<file path="config.mk">
export PLATFORM = sky130hd
export DESIGN_NAME = kronos_wb
export DESIGN_NICKNAME = d
export VERILOG_FILES = /design/src/rtl/kronos_types.sv /design/src/rtl/kronos_lsu_align.sv /design/src/rtl/kronos_wb.sv
export SDC_FILE = /design/constraint.sdc
export NUM_CORES = 1
export LEC_CHECK = 0
export ABC_AREA = 1
export CORE_ASPECT_RATIO = 1.2
export CORE_MARGIN = 2
export CORE_UTILIZATION = 43
export CTS_BUF_LIST = sky130_fd_sc_hd__clkbuf_4
export DETAILED_ROUTE_END_ITERATION = 16
export GPL_TIMING_DRIVEN = 0
export HOLD_SLACK_MARGIN = 0.1
export PLACE_DENSITY = 0.79
export SYNTH_ARGS = -nofsm -noshare
export SYNTH_HDL_FRONTEND = slang
export SYNTH_HIERARCHICAL = 1
export SYNTH_SLANG_ARGS = --single-unit
</file>
<file path="constraint.sdc">
create_clock -name clk -period 2.3 [get_ports clk]
set_clock_uncertainty 0.2 [all_clocks]
set_input_delay 0.575 -clock clk [delete_from_list [all_inputs] [get_ports clk]]
set_output_delay 0.575 -clock clk [all_outputs]
set_load 0.03 [all_outputs]
</file>
<file path="src/rtl/kronos_types.sv">
// Shared types and constants for the Kronos writeback stage.
package kronos_types;

  // Memory access width carried in the data_size field of the EX result.
  typedef enum logic [1:0] {
    BYTE = 2'd0,
    HALF = 2'd1,
    WORD = 2'd2
  } data_size_e;

  // Trap causes raised by the writeback stage itself.
  localparam logic [3:0] EXC_LD_MISALIGN = 4'd4;
  localparam logic [3:0] EXC_ST_MISALIGN = 4'd6;

  // EX -> WB pipeline payload.
  typedef struct packed {
    logic [31:0] result1;      // ALU value, link value or store data
    logic [31:0] result2;      // effective address or branch target
    logic [4:0]  rd;
    logic        rd_write;
    logic        branch;
    logic        branch_cond;
    logic        ld;
    logic        st;
    logic [1:0]  data_size;
    logic        data_uns;
    logic        except;
    logic [3:0]  excause;
  } pipeEXWB_t;

  // Writeback sequencing states.
  typedef enum logic [1:0] {
    IDLE  = 2'd0,
    LOAD  = 2'd1,
    STORE = 2'd2
  } wb_state_e;

  // Halves need an even address, words (and the unused size code) need a
  // 4-byte aligned address; bytes are always aligned.
  function automatic logic is_misaligned(input logic [1:0] size, input logic [1:0] addr_lo);
    logic mis;
    mis = 1'b0;
    if (size == HALF) begin
      mis = addr_lo[0];
    end else if (size != BYTE) begin
      mis = (addr_lo != 2'b00);
    end
    return mis;
  endfunction

endpackage

</file>
<file path="src/rtl/kronos_lsu_align.sv">
// Byte-lane steering for the data bus: store data/mask placement and
// load data extraction with sign or zero extension.
module kronos_lsu_align
  import kronos_types::*;
(
  input  logic [1:0]  addr_lo,
  input  logic [1:0]  size,
  input  logic        uns,
  input  logic [31:0] st_data,
  input  logic [31:0] rd_data,
  output logic [31:0] wr_data,
  output logic [3:0]  mask,
  output logic [31:0] ld_data
);

  logic [4:0]  shamt;
  logic [31:0] rd_shifted;

  assign shamt = {addr_lo, 3'b000};

  // Place store data in its lanes and pick out the addressed load lanes.
  always_comb begin
    wr_data    = st_data << shamt;
    rd_shifted = rd_data >> shamt;
    case (size)
      BYTE: begin
        mask    = 4'b0001 << addr_lo;
        ld_data = uns ? {24'h0, rd_shifted[7:0]} : {{24{rd_shifted[7]}}, rd_shifted[7:0]};
      end
      HALF: begin
        mask    = 4'b0011 << addr_lo;
        ld_data = uns ? {16'h0, rd_shifted[15:0]} : {{16{rd_shifted[15]}}, rd_shifted[15:0]};
      end
      default: begin
        mask    = 4'b1111;
        ld_data = rd_shifted;
      end
    endcase
  end

endmodule

</file>
<file path="src/rtl/kronos_wb.sv">
// Kronos writeback stage: register writeback, branch redirect, trap report
// and a single outstanding load/store on the data bus.
module kronos_wb
  import kronos_types::*;
(
  input  logic        clk,
  input  logic        rst,
  input  pipeEXWB_t   execute,
  input  logic        pipe_in_vld,
  output logic        pipe_in_rdy,
  output logic        regwr_en,
  output logic [4:0]  regwr_sel,
  output logic [31:0] regwr_data,
  output logic        branch_vld,
  output logic [31:0] branch_target,
  output logic        data_req,
  output logic        data_wr_en,
  output logic [31:0] data_addr,
  output logic [31:0] data_wr_data,
  output logic [3:0]  data_mask,
  input  logic        data_ack,
  input  logic [31:0] data_rd_data,
  output logic        trap_vld,
  output logic [3:0]  trap_cause
);

  wb_state_e   state, state_nxt;
  logic        accept;
  logic        misaligned;

  logic        regwr_en_nxt, branch_vld_nxt, trap_vld_nxt;
  logic [4:0]  regwr_sel_nxt;
  logic [31:0] regwr_data_nxt, branch_target_nxt;
  logic        data_req_nxt, data_wr_en_nxt;
  logic [31:0] data_addr_nxt, data_wr_data_nxt;
  logic [3:0]  data_mask_nxt, trap_cause_nxt;

  // Destination of the outstanding load, captured at accept.
  logic [4:0]  ld_rd, ld_rd_nxt;
  logic        ld_rd_write, ld_rd_write_nxt;
  logic [1:0]  ld_size, ld_size_nxt;
  logic        ld_uns, ld_uns_nxt;

  logic [1:0]  align_addr, align_size;
  logic        align_uns;
  logic [31:0] align_wr_data, align_ld_data;
  logic [3:0]  align_mask;

  assign pipe_in_rdy = (state == IDLE) && !rst;
  assign accept      = pipe_in_vld && pipe_in_rdy;
  assign misaligned  = is_misaligned(execute.data_size, execute.result2[1:0]);

  // In IDLE the aligner sees the incoming op; while a load is pending it
  // sees the captured load context so the returned data is extracted.
  assign align_addr = (state == IDLE) ? execute.result2[1:0] : data_addr[1:0];
  assign align_size = (state == IDLE) ? execute.data_size    : ld_size;
  assign align_uns  = (state == IDLE) ? execute.data_uns     : ld_uns;

  kronos_lsu_align u_align (
    .addr_lo (align_addr),
    .size    (align_size),
    .uns     (align_uns),
    .st_data (execute.result1),
    .rd_data (data_rd_data),
    .wr_data (align_wr_data),
    .mask    (align_mask),
    .ld_data (align_ld_data)
  );

  // Next-state and next-output decode.
  always_comb begin
    // NOTE: every target gets a default first so no path can infer a latch;
    // pulses default low, everything else holds its registered value.
    state_nxt         = state;
    regwr_en_nxt      = 1'b0;
    regwr_sel_nxt     = regwr_sel;
    regwr_data_nxt    = regwr_data;
    branch_vld_nxt    = 1'b0;
    branch_target_nxt = branch_target;
    data_req_nxt      = data_req;
    data_wr_en_nxt    = data_wr_en;
    data_addr_nxt     = data_addr;
    data_wr_data_nxt  = data_wr_data;
    data_mask_nxt     = data_mask;
    trap_vld_nxt      = 1'b0;
    trap_cause_nxt    = trap_cause;
    ld_rd_nxt         = ld_rd;
    ld_rd_write_nxt   = ld_rd_write;
    ld_size_nxt       = ld_size;
    ld_uns_nxt        = ld_uns;

    unique case (state)
      IDLE: begin
        if (accept) begin
          if (execute.except) begin
            trap_vld_nxt   = 1'b1;
            trap_cause_nxt = execute.excause;
          end else if ((execute.ld || execute.st) && misaligned) begin
            trap_vld_nxt   = 1'b1;
            trap_cause_nxt = execute.ld ? EXC_LD_MISALIGN : EXC_ST_MISALIGN;
          end else if (execute.ld) begin
            state_nxt       = LOAD;
            data_req_nxt    = 1'b1;
            data_wr_en_nxt  = 1'b0;
            data_addr_nxt   = execute.result2;
            data_mask_nxt   = align_mask;
            ld_rd_nxt       = execute.rd;
            ld_rd_write_nxt = execute.rd_write;
            ld_size_nxt     = execute.data_size;
            ld_uns_nxt      = execute.data_uns;
          end else if (execute.st) begin
            state_nxt        = STORE;
            data_req_nxt     = 1'b1;
            data_wr_en_nxt   = 1'b1;
            data_addr_nxt    = execute.result2;
            data_wr_data_nxt = align_wr_data;
            data_mask_nxt    = align_mask;
          end else begin
            // Plain ALU / jump: link write and redirect may coincide.
            regwr_en_nxt      = execute.rd_write && (execute.rd != 5'd0);
            regwr_sel_nxt     = execute.rd;
            regwr_data_nxt    = execute.result1;
            branch_vld_nxt    = execute.branch && (!execute.branch_cond || execute.result1[0]);
            branch_target_nxt = execute.result2;
          end
        end
      end
      LOAD: begin
        if (data_ack) begin
          state_nxt      = IDLE;
          data_req_nxt   = 1'b0;
          regwr_en_nxt   = ld_rd_write && (ld_rd != 5'd0);
          regwr_sel_nxt  = ld_rd;
          regwr_data_nxt = align_ld_data;
        end
      end
      STORE: begin
        if (data_ack) begin
          state_nxt      = IDLE;
          data_req_nxt   = 1'b0;
          data_wr_en_nxt = 1'b0;
        end
      end
      default: state_nxt = IDLE;
    endcase
  end

  // State and registered outputs; reset aborts any bus transaction.
  always_ff @(posedge clk) begin
    if (rst) begin
      // NOTE: sequential state uses non-blocking assignments so every
      // register samples pre-edge values regardless of statement order.
      state         <= IDLE;
      regwr_en      <= 1'b0;
      regwr_sel     <= 5'd0;
      regwr_data    <= 32'h0;
      branch_vld    <= 1'b0;
      branch_target <= 32'h0;
      data_req      <= 1'b0;
      data_wr_en    <= 1'b0;
      data_addr     <= 32'h0;
      data_wr_data  <= 32'h0;
      data_mask     <= 4'h0;
      trap_vld      <= 1'b0;
      trap_cause    <= 4'h0;
      ld_rd         <= 5'd0;
      ld_rd_write   <= 1'b0;
      ld_size       <= 2'd0;
      ld_uns        <= 1'b0;
    end else begin
      state         <= state_nxt;
      regwr_en      <= regwr_en_nxt;
      regwr_sel     <= regwr_sel_nxt;
      regwr_data    <= regwr_data_nxt;
      branch_vld    <= branch_vld_nxt;
      branch_target <= branch_target_nxt;
      data_req      <= data_req_nxt;
      data_wr_en    <= data_wr_en_nxt;
      data_addr     <= data_addr_nxt;
      data_wr_data  <= data_wr_data_nxt;
      data_mask     <= data_mask_nxt;
      trap_vld      <= trap_vld_nxt;
      trap_cause    <= trap_cause_nxt;
      ld_rd         <= ld_rd_nxt;
      ld_rd_write   <= ld_rd_write_nxt;
      ld_size       <= ld_size_nxt;
      ld_uns        <= ld_uns_nxt;
    end
  end

endmodule

</file>
==> results of run 1 <==
==> logic make-up after synthesis <==
kind of cell	share of synthesized area, %
and+or+nand+nor	34.98
DFF	39.73
adders and majority gates	0.4745
muxes	4.302
AOI/OAI and AO/OA	11.58
buffers and inverters	8.936
==> critical path: stages, from the launching register on <==
cell                       delay, ns
sky130_fd_sc_hd__dfxtp_2        0.35
sky130_fd_sc_hd__inv_2          0.08
sky130_fd_sc_hd__ha_4           0.19
sky130_fd_sc_hd__inv_8          0.06
sky130_fd_sc_hd__o21ai_4        0.18
sky130_fd_sc_hd__buf_12         0.17
sky130_fd_sc_hd__clkinv_8       0.09
sky130_fd_sc_hd__nand2_4        0.07
sky130_fd_sc_hd__nand3_2        0.08
sky130_fd_sc_hd__nand2_2        0.12
sky130_fd_sc_hd__nand2_4        0.11
sky130_fd_sc_hd__buf_8          0.16
sky130_fd_sc_hd__nand2_4        0.06
sky130_fd_sc_hd__mux2i_1        0.07
sky130_fd_sc_hd__nand2_1        0.10
sky130_fd_sc_hd__nand2_1        0.05
sky130_fd_sc_hd__nor2_1         0.13
==> power groups by stage <==
stage / clock (mW) / combinational [mW] / sequential, mW
final: 1.80 / 3.36 / 2.98
after global routing: 1.93 / 3.60 / 3.00
after CTS: 1.83 / 3.20 / 2.98
after detailed placement: 0 / 2.92 / 3.04
after global placement: 0 / 2.88 / 3.03
after floorplan: 0 / 1.55 / 3.34
==> synthesized netlist by cell type <==
cell type | n | area share (%)
sky130_fd_sc_hd__nand2_1 | 295 | 14
sky130_fd_sc_hd__nor2_1 | 194 | 9.2
sky130_fd_sc_hd__dfxtp_1 | 157 | 40
sky130_fd_sc_hd__a21oi_1 | 84 | 5.3
sky130_fd_sc_hd__nand3_1 | 63 | 4.0
sky130_fd_sc_hd__o21ai_0 | 55 | 3.5
sky130_fd_sc_hd__inv_1 | 49 | 2.3
sky130_fd_sc_hd__nand4_1 | 42 | 3.3
sky130_fd_sc_hd__mux2i_1 | 34 | 4.3
sky130_fd_sc_hd__buf_2 | 31 | 2.0
sky130_fd_sc_hd__clkbuf_1 | 27 | 1.3
sky130_fd_sc_hd__o21ai_1 | 20 | 1.3
sky130_fd_sc_hd__a22oi_1 | 15 | 1.4
sky130_fd_sc_hd__nand3_2 | 15 | 1.9
sky130_fd_sc_hd__buf_6 | 12 | 1.7
sky130_fd_sc_hd__buf_4 | 9 | 0.85
sky130_fd_sc_hd__inv_2 | 5 | 0.24
sky130_fd_sc_hd__nor2_4 | 5 | 0.71
sky130_fd_sc_hd__ha_1 | 3 | 0.47
sky130_fd_sc_hd__inv_4 | 3 | 0.24
sky130_fd_sc_hd__nor2_2 | 3 | 0.24
sky130_fd_sc_hd__buf_1 | 2 | 0.095
sky130_fd_sc_hd__nand2_4 | 2 | 0.28
sky130_fd_sc_hd__nand3_4 | 2 | 0.44
sky130_fd_sc_hd__nor2_8 | 2 | 0.51
sky130_fd_sc_hd__nor3_2 | 2 | 0.25
sky130_fd_sc_hd__buf_8 | 1 | 0.19
sky130_fd_sc_hd__clkinv_1 | 1 | 0.047
sky130_fd_sc_hd__nand2_2 | 1 | 0.079
sky130_fd_sc_hd__nor3_1 | 1 | 0.063
sky130_fd_sc_hd__o31ai_1 | 1 | 0.095
==> worst paths after layout <==
kind              slack (ns)                              to
setup / recovery       -0.02      regwr_data[8]$_SDFFE_PP0P_
hold / removal          0.17           ld_rd[2]$_SDFFE_PP0P_
setup reg to reg       -0.02      regwr_data[8]$_SDFFE_PP0P_
hold reg to reg         0.27  branch_target[23]$_SDFFE_PP0P_
==> area by class of cell <==
| type | instances | area (um2) | area share [%] |
|---|---|---|---|
| Clock buffer | 17 | 127.6 | 1.104 |
| Buffer | 81 | 554.3 | 4.793 |
| Inverter | 58 | 244.0 | 2.110 |
| Clock inverter | 15 | 160.2 | 1.385 |
| Tap cell | 224 | 280.3 | 2.424 |
| Timing Repair Buffer | 294 | 2749 | 23.77 |
| Multi-Input combinational cell | 839 | 4300 | 37.19 |
| Antenna cell | 1 | 2.502 | 0.02164 |
| Sequential cell | 157 | 3146 | 27.20 |
==> per-stage QoR <==
step	std cells	TNS, ns	total power, mW
2_1_floorplan	1136	0	4.895
3_3_place_gp	1622	-49.91	5.918
3_5_place_dp	1622	-51.16	5.956
4_1_cts	1684	-0.07665	8.000
5_1_grt	1686	-2.136	8.521
6_report	1686	-0.02854	8.135
==> repair_timing <==
item / 4_1_cts / 5_1_grt
gates cloned: 4 / 0
pin swaps: 23 / 34
setup endpoints to repair: 214 / 100
setup buffers: 26 / 5
resized for setup: 220 / 59
==> per-layer routing <==
layer  up-vias  global-route usage [%]
met5         -                       0
li1       4353                       -
met1      4129                   33.60
met2       475                   52.08
met3        96                   8.111
met4         0                   14.18
==> sequential cells by signal, indices dropped and copies added (netlist names), 2 cells and up <==
signal and flops:
data_mask 4, branch_target 32, data_addr 32, ld_size 2, regwr_sel 5, regwr_data 32, trap_cause 4, ld_rd 5
state 2, data_wr_data 32
==> results.json, run 1 <==
{
  "antenna_left": 0,
  "antenna_found_initial": 1,
  "grt_pass1_wl_mm": 45.40,
  "power.static_leakage_nw": 5.416,
  "length_of_routed_wiring_on_met1_mm": 11.29,
  "synth-seq-area-share_pct": 39.73,
  "post_detailed_route_drc_marker_count": 0,
  "netlist_instances": 1136,
  "path_clk_slew_ns": 0.16,
  "place_worst_setup_slack_ns": -0.7728,
  "total_setup_violations_reported_at_the_end_of_the_flow": 2,
  "dieHeight_um": 152.6,
  "worst_hold_path_type": "primary input to flop",
  "timing_worst_setup_path_type": "flop to flop",
  "setup.worst_path.start_class": "flop",
  "synth_cell_type_count": 31,
  "number_of_cts_inserted_buffers": 17,
  "coreArea_um2": 18110,
  "first_pass_iters": 6,
  "postLayoutSetupSlackWorst_ns": -0.02099,
  "slew_at_the_pin_closest_to_its_max_slew_limit_ns": 0.8399,
  "post-route-min-period_ns": 2.321,
  "critPathMaxFanout": 7,
  "hold_violations": 0,
  "utilization_pct": 63.86,
  "cts_buffer_depth": 2,
  "clock.fmax_mhz": 430.9,
  "whs_ns": 0.1657,
  "worstHoldPathCells": 3,
  "share_seq_of_total_power_pct": 36.6,
  "top_layer": "met4",
  "detail_route.vias_per_cell": 5.370,
  "critPathCaptureType": "flop",
  "routed_met2_length_mm": 14.55,
  "cts_root_buf": "sky130_fd_sc_hd__clkbuf_4",
  "vdd_drop_max_uv": 374.7,
  "crit_arrival_ns": 2.65,
  "setup.worst_path.start": "state[0]$_SDFFE_PP0P_",
  "internal_portion_of_total_power_mw": 4.889,
  "p_sw_mw": 3.246,
  "wl_per_cell_um": 17.84,
  "failed_checks": "setup timing",
  "power.share.combinational_pct": 41.3,
  "cts_tree": "yes",
  "drive_gt1_share_pct": 14.37,
  "final_min_period_over_clock_period_pct": 100.9,
  "port-buffer-count": 262,
  "critical_path.reg2reg.startpoint": "state[0]$_SDFFE_PP0P_",
  "switching_share_pct": 39.90,
  "detailroute.via_count": 9053,
  "grt_setup_unrepaired": "yes",
  "dr_wl_met3_mm": 2.834,
  "mappedNetlistNets": 1257,
  "holdBufCountCts": 0,
  "final_cell_area_um2": 11560,
  "layout.cells.most_common_list": "sky130_fd_sc_hd__nand2_1, sky130_fd_sc_hd__nor2_1, sky130_fd_sc_hd__dfxtp_1, sky130_fd_sc_hd__dlygate4sd2_1, sky130_fd_sc_hd__clkdlybuf4s50_1",
  "die-width_um": 127.8,
  "insertion_delay_ns": 0.57,
  "die_area_um2": 19500,
  "nets": 1569,
  "hold_path_startpoint": "execute[9]",
  "mostFrequentLayoutCell": "sky130_fd_sc_hd__nand2_1",
  "routed_wirelength_mm": 30.08,
  "initial_utilization_pct": 43.69,
  "maxCapViolations": 0,
  "htreeDepth": 4,
  "drt_iter0_drc": 698,
  "io_pins": 265,
  "nFillCells": 1684,
  "syn_area_um2": 7911,
  "outcome": "finished with violations",
  "largest_net_degree_at_the_start_of_global_routing": 17,
  "clockPowerShare_pct": 22.1,
  "clock_sinks": 157,
  "final-max-slew-violation-count": 0,
  "ys_seq_elements": 157,
  "ys.warnings.count": 6,
  "post-dp-hpwl_mm": 22.73,
  "globalRouteTotalUtil_pct": 29.91,
  "timing.slew.headroom_pct": 44.01,
  "area_growth_syn_to_layout_pct": 46.16,
  "syn_area_per_cell_um2": 6.964,
  "worstRegToRegCells": 16,
  "dpl_cell_area_um2": 10820,
  "grt_pass1_vias": 8780,
  "endpoint_required_time_on_the_critical_path_ns": 2.63,
  "p_per_area_nw_per_um2": 703.5,
  "routability_congestion_estimate_from_global_placement": 0.9639,
  "gr-total-overflow": 0,
  "rows": 54
}
(Power assumes the default switching activity.)
==> run 2: changes to the inputs <==
Settings changed: PLACE_DENSITY 0.79 to 0.85.
==> run 2 against run 1 <==
Effect of this change: core utilization rose by 1.1 points; fmax down 2.4%; critical path depth is the same; the flow still finishes with violations (setup timing); non-clock buffer count up 8; worst setup slack got worse by 0.057 ns; sequential power about the same.
==> results.json, run 2 (synthesis results as in run 1) <==
{
  "detail_route.vias_per_cell": 5.389,
  "die-width_um": 127.8,
  "globalRouteTotalUtil_pct": 30.62,
  "detailroute.via_count": 9135,
  "nets": 1578,
  "drt_iter0_drc": 669,
  "insertion_delay_ns": 0.58,
  "setup.worst_path.start": "state[1]$_SDFFE_PP0P_",
  "mostFrequentLayoutCell": "sky130_fd_sc_hd__nand2_1",
  "setup.worst_path.start_class": "flop",
  "critical_path.reg2reg.startpoint": "state[1]$_SDFFE_PP0P_",
  "rr_endpoint": "regwr_data[14]$_SDFFE_PP0P_",
  "postLayoutSetupSlackWorst_ns": -0.07783,
  "outcome": "finished with violations",
  "nFillCells": 1647,
  "holdBufCountCts": 0,
  "routed_wirelength_mm": 31.16,
  "number_of_cts_inserted_buffers": 17,
  "critPathMaxFanout": 6,
  "post-route-min-period_ns": 2.378,
  "p_per_area_nw_per_um2": 699.0,
  "io_pins": 265,
  "first_pass_iters": 7,
  "place_worst_setup_slack_ns": -0.7532,
  "clock_sinks": 157,
  "clock.fmax_mhz": 420.6,
  "utilization_pct": 64.94,
  "gr-total-overflow": 0,
  "cts_buffer_depth": 2,
  "dpl.cell_count": 1622,
  "wl_per_cell_um": 18.39,
  "grt_pass1_wl_mm": 46.64,
  "clockPowerShare_pct": 20.2,
  "layout.cells.most_common_list": "sky130_fd_sc_hd__nand2_1, sky130_fd_sc_hd__nor2_1, sky130_fd_sc_hd__dfxtp_1, sky130_fd_sc_hd__dlygate4sd2_1, sky130_fd_sc_hd__clkdlybuf4s50_1",
  "antenna_left": 0,
  "final-max-slew-violation-count": 0,
  "worst_hold_path_type": "primary input to flop",
  "maxCapViolations": 0,
  "cts_root_buf": "sky130_fd_sc_hd__clkbuf_4",
  "vdd_drop_max_uv": 385.7,
  "path_clk_slew_ns": 0.14,
  "share_seq_of_total_power_pct": 36.2,
  "antenna_found_initial": 1,
  "timing_worst_setup_path_type": "flop to flop",
  "dieHeight_um": 152.6,
  "die_area_um2": 19500,
  "grt_setup_unrepaired": "yes",
  "endpoint": "regwr_data[14]$_SDFFE_PP0P_",
  "port-buffer-count": 262,
  "power.total_mw": 8.220,
  "reg2reg_setup_slack_ns": -0.08,
  "grt_pass1_vias": 8844,
  "post-dp-hpwl_mm": 23.16,
  "internal_portion_of_total_power_mw": 4.918,
  "routability_congestion_estimate_from_global_placement": 0.9361,
  "hold_violations": 0,
  "total_setup_violations_reported_at_the_end_of_the_flow": 13,
  "layout.cells.non_filler": 1695,
  "endpoint_required_time_on_the_critical_path_ns": 2.60,
  "initial_utilization_pct": 43.69,
  "critPathCaptureType": "flop",
  "p_sw_mw": 3.301,
  "htreeDepth": 4,
  "drive_gt1_share_pct": 15.99,
  "post_detailed_route_drc_marker_count": 0,
  "crit_arrival_ns": 2.68,
  "switching_share_pct": 40.16,
  "area_growth_syn_to_layout_pct": 48.63,
  "power.static_leakage_nw": 5.496,
  "coreArea_um2": 18110,
  "timing.slew.headroom_pct": 46.13,
  "worstRegToRegCells": 16,
  "rows": 54,
  "cts_tree": "yes",
  "totalNegativeSetupSlack_ns": -0.3117,
  "final_min_period_over_clock_period_pct": 103.4,
  "failed_checks": "setup timing",
  "power.share.combinational_pct": 43.5,
  "largest_net_degree_at_the_start_of_global_routing": 17,
  "slew_at_the_pin_closest_to_its_max_slew_limit_ns": 0.8080
}
==> run 2: changes by cell type in the layout (fill, tap and decap cells not counted), sizes merged <==
cell      previous run  this run
clkinvlp             3         1
bufinv               2         1
inv                 63        57
clkbuf              47        50
clkinv               5        12
buf                 84        91
nor2               204       205
==> run 2: repair_timing <==
item / CTS / global route
resized for setup: 210 / 102
cloned: 3 / 4
pin swaps: 16 / 82
buffers inserted: 19 / 18
setup endpoints to repair: 215 / 102
==> run 2: layer usage <==
metal	up-vias	track usage (%)	share of wire [%]
li1	4355	-	-
met1	4170	33.60	37
met2	496	53.86	49
met3	114	8.708	9.4
met4	0	14.65	4.7
met5	-	0	0
==> run 2: power groups by stage <==
| stage | combinational [mW] | clock [mW] | sequential [mW] |
|---|---|---|---|
| after floorplan | 1.55 | 0 | 3.34 |
| after global placement | 2.88 | 0 | 3.04 |
| after detailed placement | 2.92 | 0 | 3.04 |
| after CTS | 3.13 | 1.68 | 2.98 |
| after global routing | 3.80 | 1.77 | 3.00 |
| final | 3.58 | 1.66 | 2.98 |
==> run 2: stage by stage <==
stage | area [um2] | hold WS, ns
2_1_floorplan | 7916 | 0.2528
3_3_place_gp | 10820 | 0.2469
3_5_place_dp | 10820 | 0.2526
4_1_cts | 11310 | 0.1252
5_1_grt | 11760 | 0.1419
6_report | 11760 | 0.1522
==> run 2: cell type report <==
| cell class | instances | area [um2] | area share, % |
|---|---|---|---|
| Sequential cell | 157 | 3146 | 26.75 |
| Clock buffer | 19 | 142.6 | 1.213 |
| Clock inverter | 13 | 118.9 | 1.011 |
| Inverter | 58 | 250.2 | 2.128 |
| Antenna cell | 1 | 2.502 | 0.02128 |
| Timing Repair Buffer | 302 | 2890 | 24.58 |
| Multi-Input combinational cell | 840 | 4350 | 37.00 |
| Tap cell | 224 | 280.3 | 2.383 |
| Buffer | 81 | 578.1 | 4.916 |
==> run 2: critical path, stage by stage (launching register included) <==
cell	delay [ns]
sky130_fd_sc_hd__dfxtp_2	0.36
sky130_fd_sc_hd__inv_4	0.07
sky130_fd_sc_hd__ha_4	0.19
sky130_fd_sc_hd__clkinv_8	0.09
sky130_fd_sc_hd__nand2_4	0.07
sky130_fd_sc_hd__o21ai_4	0.06
sky130_fd_sc_hd__buf_8	0.15
sky130_fd_sc_hd__buf_12	0.13
sky130_fd_sc_hd__nor2_8	0.16
sky130_fd_sc_hd__buf_4	0.14
sky130_fd_sc_hd__nand2_1	0.07
sky130_fd_sc_hd__nand4_1	0.17
sky130_fd_sc_hd__nand2_4	0.07
sky130_fd_sc_hd__mux2i_2	0.18
sky130_fd_sc_hd__nand2_1	0.09
sky130_fd_sc_hd__nand2_1	0.06
sky130_fd_sc_hd__nor2_1	0.05
==> run 2: worst min path at each step <==
stage	to	start	slack, ns	depth (start not counted)
floorplan	ld_rd[0]$_SDFFE_PP0P_	ld_rd[0]$_SDFFE_PP0P_	0.25	2
global placement	branch_target[28]$_SDFFE_PP0P_	branch_target[28]$_SDFFE_PP0P_	0.25	2
detailed placement	branch_target[27]$_SDFFE_PP0P_	branch_target[27]$_SDFFE_PP0P_	0.25	2
CTS	ld_rd[4]$_SDFFE_PP0P_	execute[9]	0.13	3
global route	ld_rd[4]$_SDFFE_PP0P_	execute[9]	0.14	3
finish	ld_rd[4]$_SDFFE_PP0P_	execute[9]	0.15	3
==> run 3: changes to the inputs <==
Settings changed: MAX_ROUTING_LAYER set to met4.
==> run 3 against run 2 <==
Effect of this change: the run still ends with setup timing left; fmax up 0.27%; first-iteration DRC count up 15%; clock power up 22%; cell area up 2.0%; count of clock-buffer cells in the layout down 1; worst setup slack better by 0.0065 ns; worst hold slack better by 0.032 ns; via count up 1.3%; final cell count unchanged; total power up 5.6%; wire length up 1.4%; sequential cell count unchanged; critical path type unchanged; critical endpoint is now data_wr_data[28]$_SDFFE_PP0P_; highest routed layer unchanged.
==> results.json, run 3 (synthesis results as in run 1) <==
{
  "outcome": "finished with violations",
  "failed_checks": "setup timing",
  "largest_net_degree_at_the_start_of_global_routing": 17,
  "holdBufCountCts": 0,
  "totalNegativeSetupSlack_ns": -0.3323,
  "final_min_period_over_clock_period_pct": 103.1,
  "grt_pass1_vias": 8840,
  "hold_violations": 0,
  "power.static_leakage_nw": 5.605,
  "cts_root_buf": "sky130_fd_sc_hd__clkbuf_4",
  "routability_congestion_estimate_from_global_placement": 0.9568,
  "cts_tree": "yes",
  "critPathCaptureType": "flop",
  "crit_arrival_ns": 2.67,
  "final-max-slew-violation-count": 0,
  "clock.fmax_mhz": 421.7,
  "nets": 1577,
  "wl_per_cell_um": 18.64,
  "detail_route.vias_per_cell": 5.458,
  "number_of_cts_inserted_buffers": 17,
  "drive_gt1_share_pct": 17.29,
  "port-buffer-count": 262,
  "multiInputGateArea_um2": 4492,
  "slew_at_the_pin_closest_to_its_max_slew_limit_ns": 0.7596,
  "reg2reg_setup_slack_ns": -0.07,
  "total_setup_violations_reported_at_the_end_of_the_flow": 15,
  "vdd_drop_max_uv": 440.0,
  "maxCapViolations": 0,
  "clock_sinks": 157,
  "die_area_um2": 19500,
  "setup.worst_path.start_class": "flop",
  "gr-total-overflow": 0,
  "utilization_pct": 66.25,
  "coreArea_um2": 18110,
  "path_clk_slew_ns": 0.14,
  "grt_pass1_wl_mm": 46.92,
  "antenna_found_initial": 2,
  "post-route-min-period_ns": 2.371,
  "detailroute.via_count": 9252,
  "nFillCells": 1637,
  "routed_wirelength_mm": 31.59,
  "layout.cells.most_common_list": "sky130_fd_sc_hd__nand2_1, sky130_fd_sc_hd__nor2_1, sky130_fd_sc_hd__dfxtp_1, sky130_fd_sc_hd__dlygate4sd2_1, sky130_fd_sc_hd__clkdlybuf4s50_1",
  "dieHeight_um": 152.6,
  "rows": 54,
  "area_growth_syn_to_layout_pct": 51.62,
  "timing.slew.headroom_pct": 49.36,
  "grt_setup_unrepaired": "yes",
  "timing_worst_setup_path_type": "flop to flop",
  "endpoint_required_time_on_the_critical_path_ns": 2.60,
  "io_pins": 265,
  "htreeDepth": 4,
  "drt_iter0_drc": 772,
  "globalRouteTotalUtil_pct": 31.79,
  "antenna_left": 0,
  "insertion_delay_ns": 0.57,
  "layout.area.seq_um2": 3146,
  "p_per_area_nw_per_um2": 723.3,
  "die-width_um": 127.8,
  "cts_buffer_depth": 2,
  "mostFrequentLayoutCell": "sky130_fd_sc_hd__nand2_1",
  "post-dp-hpwl_mm": 23.09,
  "postLayoutSetupSlackWorst_ns": -0.07131,
  "post_detailed_route_drc_marker_count": 0,
  "initial_utilization_pct": 43.69,
  "worst_hold_path_type": "primary input to flop",
  "first_pass_iters": 5,
  "critPathMaxFanout": 8
}
[run 3: cell types whose count changed in the layout (fill, tap and decap cells not counted), sizes merged]
cell / change
clkbuf: -2
bufinv: +3
inv: +5
clkinv: -9
clkinvlp: +2
dlygate4sd2: -1
clkdlybuf4s15: +1
diode: +1
[run 3: metal layers]
layer  part of all wire, %  track usage, %  vias to the layer above  wire length [um]
met1                    37           35.32                     4278             11810
met2                    49           53.99                      517             15630
li1                      -               -                     4361                 -
met5                     0               -                        -                 0
met3                   8.8           8.392                       96              2775
met4                   4.4           12.61                        0              1381
[run 3: what timing repair did]
action / 4_1_cts / 5_1_grt
pin swaps: 18 / 97
gates resized for setup: 212 / 134
buffers inserted: 17 / 18
cloned: 4 / 4
setup endpoints to repair: 213 / 98
[run 3: where the power goes]
group | leakage (nW) | internal [mW] | switching, mW | total, mW
Combinational | 4.16 | 1.49 | 2.18 | 3.67
Clock | 0.176 | 0.902 | 1.12 | 2.02
Sequential | 1.27 | 2.89 | 0.0895 | 2.98
[run 3: worst max-delay path, cell delays in order (launching register included)]
cell	delay (ns)
sky130_fd_sc_hd__dfxtp_2	0.36
sky130_fd_sc_hd__inv_2	0.07
sky130_fd_sc_hd__ha_4	0.19
sky130_fd_sc_hd__inv_8	0.06
sky130_fd_sc_hd__o21ai_4	0.16
sky130_fd_sc_hd__buf_8	0.17
sky130_fd_sc_hd__clkinv_8	0.10
sky130_fd_sc_hd__nor2_4	0.27
sky130_fd_sc_hd__buf_6	0.18
sky130_fd_sc_hd__a22oi_1	0.09
sky130_fd_sc_hd__o21ai_1	0.15
sky130_fd_sc_hd__nand4_1	0.13
sky130_fd_sc_hd__a21oi_1	0.16
[run 3: final timing paths]
path | start | endpoint | cells past startpoint
hold reg to reg | trap_cause[3]$_SDFFE_PP0P_ | trap_cause[3]$_SDFFE_PP0P_ | 2
hold / removal | execute[9] | ld_rd[4]$_SDFFE_PP0P_ | 3
setup / recovery | state[1]$_SDFFE_PP0P_ | data_wr_data[28]$_SDFFE_PP0P_ | 12
setup reg to reg | state[1]$_SDFFE_PP0P_ | data_wr_data[28]$_SDFFE_PP0P_ | 12
[run 3: area by class of cell]
cell class	count	area share, %
buffer	81	4.829
sequential	157	26.22
timing repair buffer	301	24.23
clock inverter	14	1.711
multi-input combinational	840	37.45
inverter	58	2.055
tap	224	2.336
clock buffer	18	1.127
antenna	2	0.04172
[run 3: stage by stage]
stage / cell area (um2) / setup slack (ns) / hold WS (ns) / cells / total power [mW]
after floorplan: 7916 / 0.04867 / 0.2528 / 1136 / 4.895
after global placement: 10820 / -0.7488 / 0.2470 / 1622 / 5.917
after detailed placement: 10820 / -0.7011 / 0.2529 / 1622 / 5.953
after CTS: 11390 / -0.02796 / 0.1372 / 1675 / 8.149
after global routing: 12000 / -0.1657 / 0.1536 / 1695 / 9.046
final: 12000 / -0.07131 / 0.1845 / 1695 / 8.676
